<file path="src/rtl/alu_pkg.sv">
// Op codes (MIPS funct encoding) and flag-bundle layout shared by the
// execute-stage ALU and anything that decodes its status.
package alu_pkg;

  localparam logic [5:0] ALU_SLL  = 6'b000000;
  localparam logic [5:0] ALU_SRL  = 6'b000010;
  localparam logic [5:0] ALU_SRA  = 6'b000011;
  localparam logic [5:0] ALU_SLLV = 6'b000100;
  localparam logic [5:0] ALU_SRLV = 6'b000110;
  localparam logic [5:0] ALU_SRAV = 6'b000111;
  localparam logic [5:0] ALU_ADD  = 6'b100000;
  localparam logic [5:0] ALU_ADDU = 6'b100001;
  localparam logic [5:0] ALU_SUB  = 6'b100010;
  localparam logic [5:0] ALU_SUBU = 6'b100011;
  localparam logic [5:0] ALU_AND  = 6'b100100;
  localparam logic [5:0] ALU_OR   = 6'b100101;
  localparam logic [5:0] ALU_XOR  = 6'b100110;
  localparam logic [5:0] ALU_NOR  = 6'b100111;
  localparam logic [5:0] ALU_SLT  = 6'b101010;
  localparam logic [5:0] ALU_SLTU = 6'b101011;

  typedef struct packed {
    logic zero;
    logic carry;
    logic overflow;
    logic illegal;
  } alu_flags_t;

endpackage

</file>
<file path="src/rtl/alu_core.sv">
// Purely combinational ALU datapath: result plus carry/borrow, signed
// overflow and illegal-op indication.
module alu_core
  import alu_pkg::*;
#(
  parameter int NB_DATA  = 8,
  parameter int NB_OP    = 6,
  parameter int NB_SHAMT = $clog2(NB_DATA)
) (
  input  logic [NB_DATA-1:0]  data_a,
  input  logic [NB_DATA-1:0]  data_b,
  input  logic [NB_OP-1:0]    op,
  input  logic [NB_SHAMT-1:0] shamt,
  output logic [NB_DATA-1:0]  result,
  output logic                carry,
  output logic                overflow,
  output logic                illegal
);

  localparam int MSB = NB_DATA - 1;

  logic [NB_DATA:0]    sum;
  logic [NB_DATA:0]    diff;
  logic [NB_SHAMT-1:0] shamt_var;

  // One extra bit captures carry-out on add and borrow on subtract.
  assign sum       = {1'b0, data_a} + {1'b0, data_b};
  assign diff      = {1'b0, data_a} - {1'b0, data_b};
  assign shamt_var = data_b[NB_SHAMT-1:0];

  always_comb begin
    // NOTE: every output gets a default first so no path through the case infers a latch.
    result   = '0;
    carry    = 1'b0;
    overflow = 1'b0;
    illegal  = 1'b0;
    case (op)
      ALU_ADD: begin
        result   = sum[MSB:0];
        carry    = sum[NB_DATA];
        overflow = (data_a[MSB] == data_b[MSB]) && (sum[MSB] != data_a[MSB]);
      end
      ALU_ADDU: begin
        result = sum[MSB:0];
        carry  = sum[NB_DATA];
      end
      ALU_SUB: begin
        result   = diff[MSB:0];
        carry    = diff[NB_DATA];
        overflow = (data_a[MSB] != data_b[MSB]) && (diff[MSB] != data_a[MSB]);
      end
      ALU_SUBU: begin
        result = diff[MSB:0];
        carry  = diff[NB_DATA];
      end
      ALU_AND:  result = data_a & data_b;
      ALU_OR:   result = data_a | data_b;
      ALU_XOR:  result = data_a ^ data_b;
      ALU_NOR:  result = ~(data_a | data_b);
      ALU_SLT:  result = {{(NB_DATA-1){1'b0}}, $signed(data_a) < $signed(data_b)};
      ALU_SLTU: result = {{(NB_DATA-1){1'b0}}, data_a < data_b};
      ALU_SLL:  result = data_a << shamt;
      ALU_SRL:  result = data_a >> shamt;
      ALU_SRA:  result = $signed(data_a) >>> shamt;
      ALU_SLLV: result = data_a << shamt_var;
      ALU_SRLV: result = data_a >> shamt_var;
      ALU_SRAV: result = $signed(data_a) >>> shamt_var;
      default:  illegal = 1'b1;
    endcase
  end

endmodule

</file>
<file path="src/rtl/alu_pipe.sv">
// Two-stage pipelined ALU with valid/ready flow control: S1 registers the
// operands, S2 registers result and flags; sticky overflow on delivery.
module alu_pipe
  import alu_pkg::*;
#(
  parameter  int NB_DATA  = 8,
  parameter  int NB_OP    = 6,
  localparam int NB_SHAMT = $clog2(NB_DATA)
) (
  input  logic                i_clk,
  input  logic                i_reset,
  input  logic                i_valid,
  output logic                o_ready,
  input  logic [NB_DATA-1:0]  i_data_a,
  input  logic [NB_DATA-1:0]  i_data_b,
  input  logic [NB_OP-1:0]    i_op,
  input  logic [NB_SHAMT-1:0] i_shamt,
  output logic                o_valid,
  input  logic                i_ready,
  output logic [NB_DATA-1:0]  o_result,
  output logic                o_zero,
  output logic                o_carry,
  output logic                o_overflow,
  output logic                o_illegal,
  output logic                o_ovf_sticky,
  input  logic                i_clr_sticky
);

  logic                s1_valid;
  logic [NB_DATA-1:0]  s1_a;
  logic [NB_DATA-1:0]  s1_b;
  logic [NB_OP-1:0]    s1_op;
  logic [NB_SHAMT-1:0] s1_shamt;

  logic                s2_advance;
  logic [NB_DATA-1:0]  core_result;
  logic                core_carry;
  logic                core_overflow;
  logic                core_illegal;
  alu_flags_t          core_flags;
  alu_flags_t          s2_flags;

  assign s2_advance = !o_valid || i_ready;
  assign o_ready    = !s1_valid || s2_advance;

  alu_core #(
    .NB_DATA  (NB_DATA),
    .NB_OP    (NB_OP),
    .NB_SHAMT (NB_SHAMT)
  ) u_core (
    .data_a   (s1_a),
    .data_b   (s1_b),
    .op       (s1_op),
    .shamt    (s1_shamt),
    .result   (core_result),
    .carry    (core_carry),
    .overflow (core_overflow),
    .illegal  (core_illegal)
  );

  // An illegal op reports only o_illegal; zero is suppressed with the rest.
  assign core_flags = '{
    zero:     (core_result == '0) && !core_illegal,
    carry:    core_carry,
    overflow: core_overflow,
    illegal:  core_illegal
  };

  always_ff @(posedge i_clk) begin
    // NOTE: sequential state uses non-blocking assignments so all registers update together.
    if (i_reset) begin
      s1_valid <= 1'b0;
    end else if (o_ready) begin
      s1_valid <= i_valid;
    end
  end

  // NOTE: operand registers carry no reset; s1_valid alone decides whether they mean anything.
  always_ff @(posedge i_clk) begin
    if (o_ready && i_valid) begin
      s1_a     <= i_data_a;
      s1_b     <= i_data_b;
      s1_op    <= i_op;
      s1_shamt <= i_shamt;
    end
  end

  always_ff @(posedge i_clk) begin
    if (i_reset) begin
      o_valid  <= 1'b0;
      o_result <= '0;
      s2_flags <= '0;
    end else if (s2_advance) begin
      o_valid <= s1_valid;
      if (s1_valid) begin
        o_result <= core_result;
        s2_flags <= core_flags;
      end
    end
  end

  // Set has priority over clear so a delivered overflow is never lost.
  always_ff @(posedge i_clk) begin
    if (i_reset) begin
      o_ovf_sticky <= 1'b0;
    end else if (o_valid && i_ready && s2_flags.overflow) begin
      o_ovf_sticky <= 1'b1;
    end else if (i_clr_sticky) begin
      o_ovf_sticky <= 1'b0;
    end
  end

  assign o_zero     = s2_flags.zero;
  assign o_carry    = s2_flags.carry;
  assign o_overflow = s2_flags.overflow;
  assign o_illegal  = s2_flags.illegal;

endmodule

</file>
<file path="config.mk">
export PLATFORM = sky130hd
export DESIGN_NAME = alu_pipe
export DESIGN_NICKNAME = d
export VERILOG_FILES = /design/src/rtl/alu_pkg.sv /design/src/rtl/alu_core.sv /design/src/rtl/alu_pipe.sv
export SDC_FILE = /design/constraint.sdc
export NUM_CORES = 1
export LEC_CHECK = 0
export BUFFER_PORTS_ARGS = -buffer_cell sky130_fd_sc_hd__buf_2
export CAP_MARGIN = 5
export CORE_MARGIN = 2
export CORE_UTILIZATION = 40
export CTS_CLUSTER_DIAMETER = 40
export DETAILED_ROUTE_END_ITERATION = 10
export MAX_ROUTING_LAYER = met4
export SLEW_MARGIN = 40
export SYNTH_ARGS = -nofsm -noshare
export SYNTH_HDL_FRONTEND = slang
export SYNTH_HIERARCHICAL = 1
export SYNTH_SLANG_ARGS = --single-unit
</file>
<file path="constraint.sdc">
create_clock -name i_clk -period 3.74 [get_ports i_clk]
set_input_delay 0.561 -clock i_clk [delete_from_list [all_inputs] [get_ports i_clk]]
set_output_delay 0.561 -clock i_clk [all_outputs]
set_load 0.01 [all_outputs]
</file>
Yosys cells after proc, flatten, opt, wreduce, memory -nomap -nowiden
Index checks and enable logic that the tools add are counted.

storage, ports and cells
  register bits = 40
  input bits = 30
  word-level logic and storage cells = 68

cells by class
  add/sub/neg operators = 2
  magnitude comparators = 2
  equality and inequality tests = 19
  shift-type cells = 6
  muxes and demuxes = 6
  bitwise operators = 4
  reductions and logical operators = 17

operator list
  operator                                             count
  one-hot mux 8 bit (14 select lines)                  1
  equality test 6 bit, second input constant           10
  equality test 6 x 3 -> 1 bit, second input constant  3
  less-than comparator 8 bit                           2
  OR reduction 16 bit                                  1
  left shift 8 x 3 -> 8 bit                            2
  >> shifter 8 x 3 -> 8 bit                            2
  >>> shifter 8 x 3 -> 8 bit                           2
  equality test 6 x 2 -> 1 bit, second input constant  2
  adder 8 x 8 -> 9 bit                                 1
  subtractor 8 x 8 -> 9 bit                            1
  bitwise AND 8 bit                                    1
  zero test 8 bit                                      1
  inverter 8 bit                                       1
  OR 8 bit                                             1
  XOR 8 bit                                            1
  logical AND 1 bit                                    6
  zero test 6 bit                                      1
  one-hot mux 1 bit (2 select lines)                   2
  OR reduction 2 bit                                   2
  2-to-1 mux 1 bit                                     3
  inequality test 1 bit                                3
  zero test 1 bit                                      2
  logical OR 1 bit                                     2
  other kinds (3)                                      3

Depth between registers and ports, before layout
Gate-level depths: netlist (run 1).

  depth in word-level cells = 5
  gate-level depth with buffers = 14
  mapped depth without buffers = 14

Hierarchy
The synthesis (run 1) kept the hierarchy.

modules (own cells, without submodules)
  module    times used  cells an instance  area an instance (sq um)
  alu_core  1           334                2351.0
  alu_pipe  1           95                 1343.8

Worst setup path after synthesis (run 1)
OpenSTA, ideal clock, no wires.

  path kind = flip-flop to flip-flop
  from = reg s1_op[5]
  to = reg s2_flags (netlist bit o_zero)
  library setup time = 0.096 ns
  data arrival time = 3.295 ns
  setup slack = 0.349 ns
  cell stages (with the launch flop) = 10
  buffers on the path = 1
  path through = edfxtp_1 or4b_1 buf_2 nor2_4 mux2i_2 mux4_2 a311oi_1 o211ai_1 or4_4 o41ai_2

between the ends
  word-level cells in the longest chain between the ends = 5
  elaborated cells on any way between the ends = 22
  classes of those cells = eq/ne: 15; mux: 1; reduce/logical: 6

RTL lines
  element                                line            source
  start: declaration                     alu_pipe.sv:32  logic [NB_OP-1:0] s1_op;
  start signal: assignment               alu_pipe.sv:83  s1_op <= i_op;
  equality test 6 bit                    alu_core.sv:37  case (op)
  OR reduction 2 bit (no source line)    n/a
  one-hot mux 8 bit (14 select lines) *  alu_core.sv:37
  named net core_result[1]               alu_pipe.sv:36  logic [NB_DATA-1:0] core_result;
  zero test 8 bit *                      alu_pipe.sv:63  zero: (core_result == '0) && !core_illegal,
  logical AND 1 bit *                    alu_pipe.sv:63
  end signal: assignment                 alu_pipe.sv:97  s2_flags <= core_flags;
  end: declaration                       alu_pipe.sv:41  alu_flags_t s2_flags;

Mark *: on every way through the listed nets, which the timed path passes. The rest lies on a longest branch.
A chain may end at the register's enable or synchronous reset.

Final worst setup path (run 1)
  from = reg s1_op[3]
  to = reg s2_flags (netlist bit o_zero)

Same word-level chain as after synthesis.

==> flow_metrics.py, run 1 <==
metrics = {
    "outcome": {
        "status": "finished, final reports clean",
    },
    "timing": {
        "timing.hold.ws_ns": 0.430,
        "worst_pin_slew_ns": 0.681,
        "max_freq_mhz": 289,
        "setup_viol": 0,
        "finalClockSkew_ns": 0.00664,
        "min_period_ns": 3.46,
        "max_slew_margin_pct": 54.5,
        "setup_tns_ns": 0,
        "final.period_utilization_pct": 92.5,
        "finalMaxSlewViolations": 0,
        "grt_setup_unrepaired": "no",
        "finalHoldViolations": 0,
    },
    "clocking": {
        "cts_resized": 0,
        "cts_made_buffers": 5,
        "hold_buffers": 0,
        "path_clk_slew_ns": 0.09,
        "cts_max_path_buffers": 2,
        "cts_tree": "built",
        "cts.sinks": 40,
        "cts_max_level": 2,
        "cts_setup_buffers": 0,
        "clock_latency_ns": 0.30,
        "ctsRootBufferMaster": "clkbuf_8",
    },
    "final_layout": {
        "final_cells": 591,
        "post-route-util_pct": 46.3,
        "syn2layout_area_growth_pct": 14.2,
        "finalNetCount": 535,
        "fillCellCount": 900,
        "drive_above_1_share_pct": 21.9,
        "diodes": 0,
    },
    "drt": {
        "via_per_inst": 6.05,
        "vias": 3575,
        "drc": 0,
        "wl_per_cell_um": 18.7,
        "routed_wl_mm": 11.0,
        "ant_nets": 0,
        "drt_iter0_markers": 336,
        "dr.pass1.iters": 6,
    },
    "global_routing": {
        "first_global_vias": 3380,
        "grt_start_max_net_pins": 36,
        "antenna_found_initial": 0,
        "track_usage_pct": 23.7,
        "grt_first_pass_wirelength_mm": 17.9,
        "grt_overflow": 0,
    },
    "run": {
        "maxCapViolations": 0,
    },
    "logic_synthesis": {
        "syn_avg_cell_area_um2": 8.61,
        "synth_nets": 485,
        "async_flop_share_pct": 0,
        "yosysSeqAreaShare_pct": 28.4,
        "synth_common_cells": "35 x o21ai_0, 32 x a21oi_1, 30 x nand2_1",
        "synthCells": 429,
        "synth.distinct_cells": 71,
        "synth.most_common_cell": "o21ai_0",
        "synth_top_area_cell": "edfxtp_1",
        "synth-edff-count": 25,
        "synth_seq_cells": 40,
        "synth_area_leaders": "edfxtp_1 20%, dfxtp_1 8.1%, ha_1 8.1%",
        "synth_area_um2": 3690,
        "yosysWarningCount": 6,
        "yosysTopAreaCellShare_pct": 20.3,
        "synth-main-ff-cell": "edfxtp_1",
    },
    "die": {
        "start_util_pct": 40.6,
        "fp.dieArea_um2": 10000,
        "die_height_um": 100,
        "core_um2": 9110,
        "io_pins": 45,
        "die_x_um": 100,
        "rows": 35,
    },
    "worst_setup_path": {
        "crit_type": "reg2reg",
        "cp_max_fo": 6,
        "crit_required_ns": 3.96,
        "arrival_ns": 3.68,
        "crit_path_start_kind": "flip-flop",
        "cp-end-kind": "flip-flop",
    },
    "placed_design": {
        "gp_congestion": 1.04,
        "portBuffers": 44,
        "dp_cells": 583,
        "post-dp-hpwl_mm": 8.50,
    },
    "power": {
        "power_mw": 1.17,
        "cellLeakagePower_nw": 1.75,
        "power.density_nw_per_um2": 277,
        "ir_drop_mv": 0.137,
    },
    "hold_path": {
        "min_path_type": "in2reg",
    },
}
power by group:
group	leakage, nW	total [mW]	switching [mW]	internal, mW
Clock	0.0484	0.305	0.166	0.139
Combinational	1.33	0.351	0.207	0.144
Sequential	0.366	0.514	0.0229	0.491
cells by family after synthesis:
| family | share of synthesized area (%) |
|---|---|
| simple gates | 19.7 |
| compound gates | 23.3 |
| buf+inv | 5.79 |
| flops | 28.4 |
| mux | 11.6 |
| fa+ha+maj | 9.21 |
| xor+xnor | 1.90 |
registers in the layout, indices dropped and copies added, names as in the netlist:
register      cells
s1_shamt          3
s1_b              8
s1_a              8
o_valid           1
s1_valid          1
s1_op             6
o_carry           1
o_ovf_sticky      1
o_zero            1
o_result          8
o_illegal         1
o_overflow        1
final timing paths:
| path | startpoint | end | slack [ns] | cells after the start |
|---|---|---|---|---|
| worst min register to register | o_ovf_sticky | o_ovf_sticky | 0.47 | 2 |
| worst min-delay path | i_data_a[2] | s1_a[2] | 0.43 | 1 |
| worst max-delay path | s1_op[3] | o_zero | 0.28 | 8 |
| worst max register to register | s1_op[3] | o_zero | 0.28 | 8 |
per-layer routing:
layer | wire length [µm] | GRT usage [%]
met4 | 514 | 10.7
met2 | 5010 | 37.3
met1 | 4750 | 29.5
met5 | 0 | -
met3 | 759 | 4.74
critical path, stage by stage (launching register included):
cell,delay [ns]
edfxtp_1,0.38
or4b_1,0.72
nor2_4,0.22
mux2i_2,0.39
mux4_2,0.36
a311oi_1,0.29
o211ai_1,0.18
or4_4,0.56
o41ai_2,0.26
final cells by class:
class                           count  area [µm²]  share of cell area (%)
Sequential cell                    40        1050                    24.9
Clock inverter                      1        8.76                   0.208
Timing Repair Buffer               67         393                    9.31
Clock buffer                        7        78.8                    1.87
Tap cell                          111         139                    3.29
Inverter                           29         109                    2.58
Multi-Input combinational cell    336        2440                    57.8
placed cells by master, fill, tap and decap left out, drive strengths merged, types with 3 or more instances in the layout:
cell type / n
inv: 29
nand4: 5
o211ai: 9
a31oi: 6
dfxtp: 15
edfxtp: 25
or3: 5
xnor2: 7
clkbuf: 7
o22ai: 4
nand3b: 3
mux2i: 25
ha: 24
and2: 4
o21ai: 38
nand2b: 10
buf: 67
a22oi: 3
a21o: 3
mux2: 5
a211oi: 6
nor3: 10
nor2b: 5
a21oi: 34
nand2: 32
mux4: 4
nand3: 26
nor2: 25
o31ai: 3
per-stage QoR:
stage | instance area [µm²] | setup slack (ns)
5_1_grt | 4220 | 0.0164
4_1_cts | 4220 | 0.279
3_5_place_dp | 4130 | 0.308
6_report | 4220 | 0.280
2_1_floorplan | 3690 | 0.349
3_3_place_gp | 4130 | 0.366
(Power assumes the default switching activity.)
==> run 2, diff against run 1 <==
--- a/config.mk
+++ b/config.mk
@@ -7,8 +7,10 @@
 export LEC_CHECK = 0
 export BUFFER_PORTS_ARGS = -buffer_cell sky130_fd_sc_hd__buf_2
 export CAP_MARGIN = 5
+export CORE_ASPECT_RATIO = 1.25
 export CORE_MARGIN = 2
 export CORE_UTILIZATION = 40
+export CTS_BUF_LIST = sky130_fd_sc_hd__clkbuf_4
 export CTS_CLUSTER_DIAMETER = 40
 export DETAILED_ROUTE_END_ITERATION = 10
 export MAX_ROUTING_LAYER = met4
==> run 2 against run 1 <==
Effect of this change:
- utilization is 0.33 points higher
- critical path depth stayed put
- die area hardly changed
- design area is 0.36% higher
==> flow_metrics.py, run 2 (synthesis gave the netlist of run 1 again) <==
metrics = {
    "final_layout": {
        "final_cells": 603,
        "drive_above_1_share_pct": 21.9,
        "syn2layout_area_growth_pct": 14.6,
        "post-route-util_pct": 46.6,
        "diodes": 0,
        "finalNetCount": 535,
        "layout_commonest_cell": "buf_2",
        "fillCellCount": 919,
        "largestRegisters": "o_result: 8 flops, s1_a: 8 flops, s1_b: 8 flops",
        "layout_common_cells": "44 x buf_2, 35 x o21ai_0, 32 x a21oi_1",
        "design_area_um2": 4230,
    },
    "timing": {
        "finalHoldViolations": 0,
        "timing.hold.ws_ns": 0.336,
        "max_slew_margin_pct": 46.5,
        "setup_viol": 0,
        "final.period_utilization_pct": 95.2,
        "setup_tns_ns": 0,
        "finalClockSkew_ns": 0.0140,
        "finalMaxSlewViolations": 0,
        "worst_slack_ns": 0.180,
        "min_period_ns": 3.56,
        "worst_pin_slew_ns": 0.796,
        "grt_setup_unrepaired": "no",
        "max_freq_mhz": 281,
    },
    "clocking": {
        "cts_resized": 0,
        "cts_tree": "built",
        "ctsRootBufferMaster": "clkbuf_4",
        "clock_latency_ns": 0.38,
        "cts.sinks": 40,
        "cts_max_path_buffers": 2,
        "cts_max_level": 2,
        "hold_buffers": 0,
        "cts_setup_buffers": 0,
        "cts_made_buffers": 5,
        "path_clk_slew_ns": 0.15,
    },
    "die": {
        "rows": 39,
        "die_x_um": 90.0,
        "die_height_um": 111,
        "start_util_pct": 40.7,
        "core_um2": 9080,
        "io_pins": 45,
        "fp.dieArea_um2": 10000,
    },
    "global_routing": {
        "use_met2_pct": 39.0,
        "antenna_found_initial": 0,
        "grt_first_pass_wirelength_mm": 18.3,
        "grt_most_used_layer": "met2",
        "grt_overflow": 0,
        "grt_start_max_net_pins": 43,
        "track_usage_pct": 23.7,
        "use_met3_pct": 3.38,
        "first_global_vias": 3440,
        "use_met1_pct": 28.4,
    },
    "placed_design": {
        "place_area_um2": 4140,
        "gp_congestion": 0.970,
        "dp_cells": 595,
        "place_ws_ns": 0.226,
        "post-dp-hpwl_mm": 8.74,
        "portBuffers": 44,
    },
    "power": {
        "ir_drop_mv": 0.153,
        "cellLeakagePower_nw": 1.74,
        "power.density_nw_per_um2": 277,
        "power_mw": 1.17,
    },
    "drt": {
        "drc": 0,
        "vias": 3519,
        "drt_iter0_markers": 337,
        "dr.pass1.iters": 5,
        "routed_wl_mm": 11.4,
        "wl_per_cell_um": 18.9,
        "ant_nets": 0,
        "via_per_inst": 5.84,
    },
    "worst_setup_path": {
        "arrival_ns": 3.86,
        "crit_path_start_kind": "flip-flop",
        "cp_max_fo": 6,
        "crit_required_ns": 4.04,
        "cp-end-kind": "flip-flop",
        "crit_type": "reg2reg",
    },
    "outcome": {
        "status": "finished, final reports clean",
    },
    "hold_path": {
        "min_path_type": "in2reg",
    },
    "run": {
        "maxCapViolations": 0,
    },
}
==> run 2: cell count changes in the layout (fill, tap and decap cells not counted), sizes merged <==
cell	change
clkbuf	-2
inv	+1
bufinv	+1
==> run 2: final timing paths <==
check / start / endpoint / slack (ns) / depth (start not counted)
max: s1_op[3] / o_zero / 0.18 / 8
min: i_data_b[2] / s1_b[2] / 0.34 / 1
max reg2reg: s1_op[3] / o_zero / 0.18 / 8
min reg2reg: o_result[5] / o_result[5] / 0.48 / 2
==> run 2: area by class of cell <==
type / instances / area, µm² / share of cell area, %
Clock inverter: 3 / 41.3 / 0.975
Timing Repair Buffer: 67 / 393 / 9.28
Tap cell: 123 / 154 / 3.64
Clock buffer: 5 / 37.5 / 0.887
Multi-Input combinational cell: 336 / 2450 / 57.8
Sequential cell: 40 / 1050 / 24.8
Inverter: 29 / 109 / 2.57
==> run 2: critical path, stage by stage (launching register included) <==
cell and delay [ns]:
edfxtp_1 0.42, or4b_1 0.71, o21ai_1 0.27, and2_1 0.21, mux4_2 0.52, a311oi_1 0.33, o211ai_1 0.19, or4_4 0.57
o41ai_2 0.27
==> run 2: power breakdown <==
part / internal [mW] / total (mW) / switching (mW)
combinational: 0.145 / 0.353 / 0.208
clock: 0.140 / 0.309 / 0.168
sequential: 0.491 / 0.512 / 0.0207
total: 0.776 / 1.17 / 0.398
==> run 2: per-layer routing <==
| layer | share of wire (%) | routed length (µm) | vias to the layer above |
|---|---|---|---|
| met4 | 4.9 | 562 | 0 |
| met5 | 0 | 0 | - |
| met1 | 42 | 4820 | 1634 |
| li1 | - | - | 1699 |
| met3 | 5.5 | 630 | 42 |
| met2 | 47 | 5400 | 144 |
